<file path="src/rtl/iodelay2_ctrl.sv">
// Sequencer for a delay element's CAL/RST/CE/INC pins, tracking the tap setting it
// has commanded and honouring the element's BUSY handshake after every pulse.
module iodelay2_ctrl #(
    parameter bit          CAL_ON_RESET = 1'b1,
    parameter logic [7:0]  INIT_TAP     = 8'd0,
    parameter bit          WRAPAROUND   = 1'b1,
    parameter int unsigned GUARD        = 2
) (
    input  logic       clk_i,
    input  logic       rst_i,
    input  logic       cmd_valid_i,
    output logic       cmd_ready_o,
    input  logic [1:0] cmd_op_i,
    input  logic [7:0] cmd_count_i,
    output logic       done_o,
    output logic [7:0] tap_value_o,
    output logic       iod_cal_o,
    output logic       iod_rst_o,
    output logic       iod_ce_o,
    output logic       iod_inc_o,
    input  logic       iod_busy_i
);

    localparam logic [2:0] S_IDLE   = 3'd0;
    localparam logic [2:0] S_CAL_P  = 3'd1;
    localparam logic [2:0] S_CAL_W  = 3'd2;
    localparam logic [2:0] S_RST_P  = 3'd3;
    localparam logic [2:0] S_RST_W  = 3'd4;
    localparam logic [2:0] S_STEP_P = 3'd5;
    localparam logic [2:0] S_STEP_W = 3'd6;
    localparam logic [2:0] S_FIN    = 3'd7;

    localparam logic [1:0] OP_CAL = 2'b00;
    localparam logic [1:0] OP_RST = 2'b01;

    localparam logic [3:0] GUARD_LOAD = 4'(GUARD - 1);

    logic [2:0] state_q, state_d;
    logic [7:0] tap_q, tap_d;
    logic [7:0] count_q, count_d;
    logic [3:0] guard_q, guard_d;
    logic       dirInc_q, dirInc_d;
    logic       startup_q, startup_d;

    logic atLimit;
    logic stepBlocked;
    logic waitDone;

    assign atLimit     = dirInc_q ? (tap_q == 8'hFF) : (tap_q == 8'h00);
    assign stepBlocked = !WRAPAROUND && atLimit;
    // The guard count expires first; only then is BUSY allowed to hold the wait state.
    assign waitDone    = (guard_q == 4'd0) && !iod_busy_i;

    always_comb begin
        state_d   = state_q;
        tap_d     = tap_q;
        count_d   = count_q;
        guard_d   = guard_q;
        dirInc_d  = dirInc_q;
        startup_d = startup_q;
        case (state_q)
            S_IDLE: begin
                if (startup_q) begin
                    state_d = S_CAL_P;
                end else if (cmd_valid_i) begin
                    if (cmd_op_i == OP_CAL) begin
                        state_d = S_CAL_P;
                    end else if (cmd_op_i == OP_RST) begin
                        state_d = S_RST_P;
                    end else begin
                        dirInc_d = !cmd_op_i[0];
                        count_d  = cmd_count_i;
                        state_d  = (cmd_count_i == 8'd0) ? S_FIN : S_STEP_P;
                    end
                end
            end
            S_CAL_P: begin
                guard_d = GUARD_LOAD;
                state_d = S_CAL_W;
            end
            S_CAL_W: begin
                if (guard_q != 4'd0) begin
                    guard_d = guard_q - 4'd1;
                end else if (waitDone) begin
                    startup_d = 1'b0;
                    state_d   = startup_q ? S_RST_P : S_FIN;
                end
            end
            S_RST_P: begin
                tap_d   = INIT_TAP;
                guard_d = GUARD_LOAD;
                state_d = S_RST_W;
            end
            S_RST_W: begin
                if (guard_q != 4'd0) begin
                    guard_d = guard_q - 4'd1;
                end else if (waitDone) begin
                    state_d = S_FIN;
                end
            end
            S_STEP_P: begin
                // At a hard limit the step is still consumed, just without moving the tap.
                if (!stepBlocked) begin
                    tap_d = dirInc_q ? (tap_q + 8'd1) : (tap_q - 8'd1);
                end
                count_d = count_q - 8'd1;
                guard_d = GUARD_LOAD;
                state_d = S_STEP_W;
            end
            S_STEP_W: begin
                if (guard_q != 4'd0) begin
                    guard_d = guard_q - 4'd1;
                end else if (waitDone) begin
                    state_d = (count_q != 8'd0) ? S_STEP_P : S_FIN;
                end
            end
            S_FIN: begin
                state_d = S_IDLE;
            end
            default: begin
                state_d = S_IDLE;
            end
        endcase
    end

    always_ff @(posedge clk_i) begin
        if (rst_i) begin
            state_q   <= S_IDLE;
            tap_q     <= INIT_TAP;
            count_q   <= 8'd0;
            guard_q   <= 4'd0;
            dirInc_q  <= 1'b0;
            startup_q <= CAL_ON_RESET;
        end else begin
            state_q   <= state_d;
            tap_q     <= tap_d;
            count_q   <= count_d;
            guard_q   <= guard_d;
            dirInc_q  <= dirInc_d;
            startup_q <= startup_d;
        end
    end

    assign cmd_ready_o = (state_q == S_IDLE) && !startup_q;
    assign done_o      = (state_q == S_FIN);
    assign tap_value_o = tap_q;
    assign iod_cal_o   = (state_q == S_CAL_P);
    assign iod_rst_o   = (state_q == S_RST_P);
    assign iod_ce_o    = (state_q == S_STEP_P) && !stepBlocked;
    assign iod_inc_o   = ((state_q == S_STEP_P) || (state_q == S_STEP_W)) && dirInc_q;

endmodule

</file>
<file path="config.mk">
export PLATFORM = sky130hd
export DESIGN_NAME = iodelay2_ctrl
export DESIGN_NICKNAME = d
export VERILOG_FILES = /design/src/rtl/iodelay2_ctrl.sv
export SDC_FILE = /design/constraint.sdc
export NUM_CORES = 1
export LEC_CHECK = 0
export ABC_CLOCK_PERIOD_IN_PS = 2800
export CAP_MARGIN = 25
export CORE_ASPECT_RATIO = 1.75
export CORE_MARGIN = 1.5
export CORE_UTILIZATION = 40
export CTS_CLUSTER_SIZE = 16
export DETAILED_ROUTE_END_ITERATION = 10
export PLACE_DENSITY = 0.66
export SYNTH_ARGS = -nofsm -noshare
export SYNTH_HDL_FRONTEND = slang
export SYNTH_SLANG_ARGS = --single-unit
</file>
<file path="constraint.sdc">
create_clock -name clk_i -period 2.8 [get_ports clk_i]
set_input_delay 0.42 -clock clk_i [delete_from_list [all_inputs] [get_ports clk_i]]
set_output_delay 0.42 -clock clk_i [all_outputs]
set_load 0.01 [all_outputs]
</file>
======== Word-level counts from Yosys, hierarchy flattened ========
Index checks and enable logic that the tools add are counted.
cells by class
  add/subtract/negate cells ............... 4
  multipliers ............................. 0
  div/mod/pow operators ................... 0
  magnitude comparators ................... 0
  eq/ne operators ......................... 20
  shift-type cells ........................ 0
  muxes and demuxes ....................... 23
  bitwise gates (word level) .............. 4
  reductions and logical operators ........ 23
operator list
  operator                                                               number
  8-bit 2-to-1 mux                                                       5
  3-bit 2-to-1 mux                                                       11
  8-bit one-hot mux with 2 select lines                                  2
  3-bit one-hot mux with 8 select lines                                  1
  2-bit != test, second input constant                                   10
  8-bit by 1-bit subtractor with 8-bit output, second input constant     2
  3-bit equality test, second input constant                             4
  5-bit AND reduction                                                    2
  8-bit by 1-bit adder with 8-bit output, second input constant          1
  8-bit logical NOT                                                      1
  4-bit one-hot mux with 2 select lines                                  1
  8-bit nonzero test                                                     1
  7-bit AND reduction                                                    1
  3-bit by 2-bit equality test with 1-bit output, second input constant  2
  2-bit nonzero test                                                     3
  3-bit OR reduction                                                     2
  4-bit logical NOT                                                      1
  2-bit 2-to-1 mux                                                       2
  4-bit 2-to-1 mux                                                       1
  1-bit NOT                                                              4
  4-bit nonzero test                                                     1
  4-bit by 1-bit subtractor with 4-bit output, second input constant     1
  3-bit by 1-bit equality test with 1-bit output, second input constant  1
  1-bit logical AND                                                      3
  other kinds (9)                                                        11
storage, ports and cells
  register bits after elaboration ......... 25
  latch bits .............................. 0
  bits in writable memories ............... 0
  bits in read-only memories .............. 0
  bits of input ports ..................... 14
  output and inout bits ................... 14
  word-level logic and storage cells ...... 80
  memories kept ........................... 0

======== Longest topological paths before layout ========
  depth in word-level cells ............... 7
  depth in mapped cells ................... 8
  mapped depth without buffers ............ 8

======== Worst setup path after synthesis ========
OpenSTA, ideal clock, no wires.
  path type ............................... register -> register
  start ................................... register dirInc_q
  end ..................................... register tap_q[6], in the netlist tap_value_o[6]
  setup time .............................. 0.117 ns
  arrival ................................. 1.810 ns
  data required time ...................... 2.683 ns
  setup slack ............................. 0.872 ns
  cell stages (with the launch flop) ...... 9
  path buffers ............................ 0
  clock period less this slack ............ 1.928 ns
  path through ............................ dfxtp_1 inv_1 ha_1 nor2b_1 o21ai_0 nand2_1 a221oi_1 xnor2_1 a32o_1
on the way
  longest elaborated chain between the ends .. 2
ends and longest elaborated chain
  element                                RTL line  source
  start: declaration                     42        logic dirInc_q, dirInc_d;
  start signal: assignment               139       dirInc_q <= dirInc_d;
  8-bit 2-to-1 mux                       104       tap_d = dirInc_q ? (tap_q + 8'd1) : (tap_q - 8'd1);
  8-bit one-hot mux with 2 select lines  61        case (state_q)
  end signal: assignment                 136       tap_q <= tap_d;
  end: declaration                       39        logic [7:0] tap_q, tap_d;
Every way passes these cells.
A chain may end at the register's enable or synchronous reset.

======== Final worst setup path ========
  start ................................... register state_q[2]
  end ..................................... output iod_ce_o
on the way
  longest elaborated chain between the ends .. 1
ends and longest elaborated chain
  element                   RTL line  source
  start: declaration        38        logic [2:0] state_q, state_d;
  start signal: assignment  135       state_q <= state_d;
  3-bit equality test       149       assign iod_ce_o = (state_q == S_STEP_P) && !stepBlocked;
  end: declaration          19        output logic iod_ce_o,
Every way passes these cells.

==> flow_summary.toml <==
[finish]
nFillCells = 397
n_antenna_cell = 0
final_cell_mix = "30 x nor2_1, 27 x clkdlybuf4s50_1, 25 x dfxtp_1"
area_growth_pct = 23.3
finalNetCount = 253
postLayoutCellArea_mm2 = 0.00195
layout_commonest_cell = "nor2_1"
layout-drive-gt1-share = 0.0614

[power]
vdd_ir_drop_max_v = 0.000342
power.density_mw_per_mm2 = 651
fin_total_pwr_mw = 1.27
p_leak_nw = 0.727

[cts]
clkTransAtPathRegs_ns = 0.09
cts-root-buf = "clkbuf_8"
insertion_delay_ns = 0.26
clkSinkCount = 25
hold_buffers = 0
htree_levels = 1
cts_tree = "yes"
cts_setup_buffers = 0
cts_buffer_depth = 2
postCtsResizedCells = 0
cts_made_buffers = 3

[detailed_routing]
wl_per_cell_um = 13.5
ant_nets = 0
wl_um = 3720
dr.pass1.iters = 4
avgViaCountPerCell = 5.47
vias = 1510
drc = 0
drtIter0Drc = 33

[timing]
timing.fmax_mhz = 410
fin_crit_sh = 0.872
hold_viol = 0
fin_setup_tns_ns = 0
slew_headroom = 0.596
rsz0062_at_grt = "false"
tightest_slew_ns = 0.601
slew_viol_final = 0
skew_ns = 0.00427
finalSetupViolCount = 0
period_needed_ns = 2.44

[synth]
syn_inst = 201
synthFlopType = "dfxtp_1"
synth_area_leader_cell = "dfxtp_1"
synth_edf_count = 0
ys_warn_count = 0
ys_async_sr_fraction = 0
synthesis.nets = 225
syn-cell-area_mm2 = 0.00158
yosys.area.top_type_share = 0.316
synth_cell_types = 44
ys_seq_elements = 25
synthTopCellsByArea = "dfxtp_1 32%, ha_1 7.1%, nor2_1 7.1%"
syn_avg_cell_area_um2 = 7.87
ys_seq_area_frac = 0.316

[global_route]
grtUsageTotal = 0.180
overflow = 0
grt_pass1_vias = 1450
grt_max_degree = 17
antenna_found_initial = 0
grt_pass1_wl_um = 6240

[floorplanning]
ioPinCount = 28
rows = 30
die_area_mm2 = 0.00436
coreArea_mm2 = 0.00383
initial_utilization = 0.413
dieHeight_um = 86.2
die_width_um = 50.6

[worst_setup_path]
worstPathMaxFanout = 10
critPathArrivalTime_ns = 2.02
crit_start = "state_q[2]"
path_class = "reg -> out"
start_kind = "flop"
end_kind = "output pin"
cp.required_ns = 2.38
r2r-start = "state_q[2]"

[worst_hold_path]
min_from = "guard_q[3]"
hold_path_class = "reg -> reg"

[placement]
dp_hpwl_um = 2830
gp_congestion = 0.811
port-buffer-count = 27
placement.cell_area_mm2 = 0.00191

[flow_run]
maxCapViolations = 0

[outcome]
status = "finished clean"
[area by class of cell]
class                           count  area, um2  share of cell area
Tap cell                           48       60.1              0.0308
Inverter                           11       41.3              0.0212
Timing Repair Buffer               32        308               0.158
Multi-Input combinational cell    156        997               0.511
Clock buffer                        4       45.0              0.0231
Sequential cell                    25        500               0.256
[flip-flops by register name, summed over array words and instances (netlist names)]
| name | cells |
|---|---|
| count_q | 8 |
| tap_value_o | 8 |
| guard_q | 4 |
| state_q | 3 |
| dirInc_q | 1 |
| startup_q | 1 |
[layer usage]
layer  up-vias  wire, um  part of all wire  GRT usage
met3         2        54             0.015     0.0172
met5         -         0                 0          0
li1        776         -                 -          -
met1       712      1630              0.44      0.204
met4         0        32            0.0086     0.0713
met2        20      2000              0.54      0.335
[final timing paths]
check / endpoint / slack [ns] / depth (start not counted)
max: iod_ce_o / 0.36 / 4
max reg2reg: count_q[3] / 0.75 / 7
min reg2reg: guard_q[3] / 0.49 / 2
min: guard_q[3] / 0.49 / 2
[logic make-up (layout without fill, tap and decap cells)]
kind of cell             after synthesis  after routing  share of synthesized area
adder cells (fa/ha/maj)               10             10                     0.0838
AO/OA/AOI/OAI                         62             62                      0.262
buffers and inverters                 20             47                     0.0538
AND/OR/NAND/NOR                       75             75                      0.234
XOR/XNOR                               9              9                     0.0498
flip-flops                            25             25                      0.316
[synthesized netlist by cell type (2+ instances only)]
library cell / number
nor2_1: 30
dfxtp_1: 25
o21ai_0: 15
a21oi_1: 13
nand2_1: 12
inv_1: 11
a211oi_1: 10
ha_1: 9
nor3_1: 7
xnor2_1: 6
a21o_1: 5
clkbuf_1: 5
a22oi_1: 4
and2_1: 4
nor2b_1: 4
nor4_1: 4
xor2_1: 3
a221oi_1: 2
a222oi_1: 2
and3_1: 2
buf_2: 2
nand2b_1: 2
nand3_1: 2
or3_1: 2
[critical path: stages, from the launching register on]
cell and delay [ns]:
dfxtp_1 0.49, nor2b_1 0.30, nand2_1 0.11, inv_1 0.27, clkdlybuf4s50_1 0.59
[stage by stage]
stage                     instances  setup slack (ns)  hold WS [ns]   util
after floorplan                 201             0.872         0.454      -
after global placement          272             0.515         0.476  0.498
after detailed placement        272             0.503         0.477  0.498
after CTS                       276             0.397         0.493  0.510
after global routing            276             0.256         0.518  0.510
final                           276             0.360         0.488  0.510
[power breakdown]
group,total (mW),internal (mW),switching [mW]
registers,0.499,0.412,0.0877
logic,0.555,0.270,0.286
clock network,0.215,0.102,0.114
total,1.27,0.783,0.487
(Power assumes the default switching activity.)
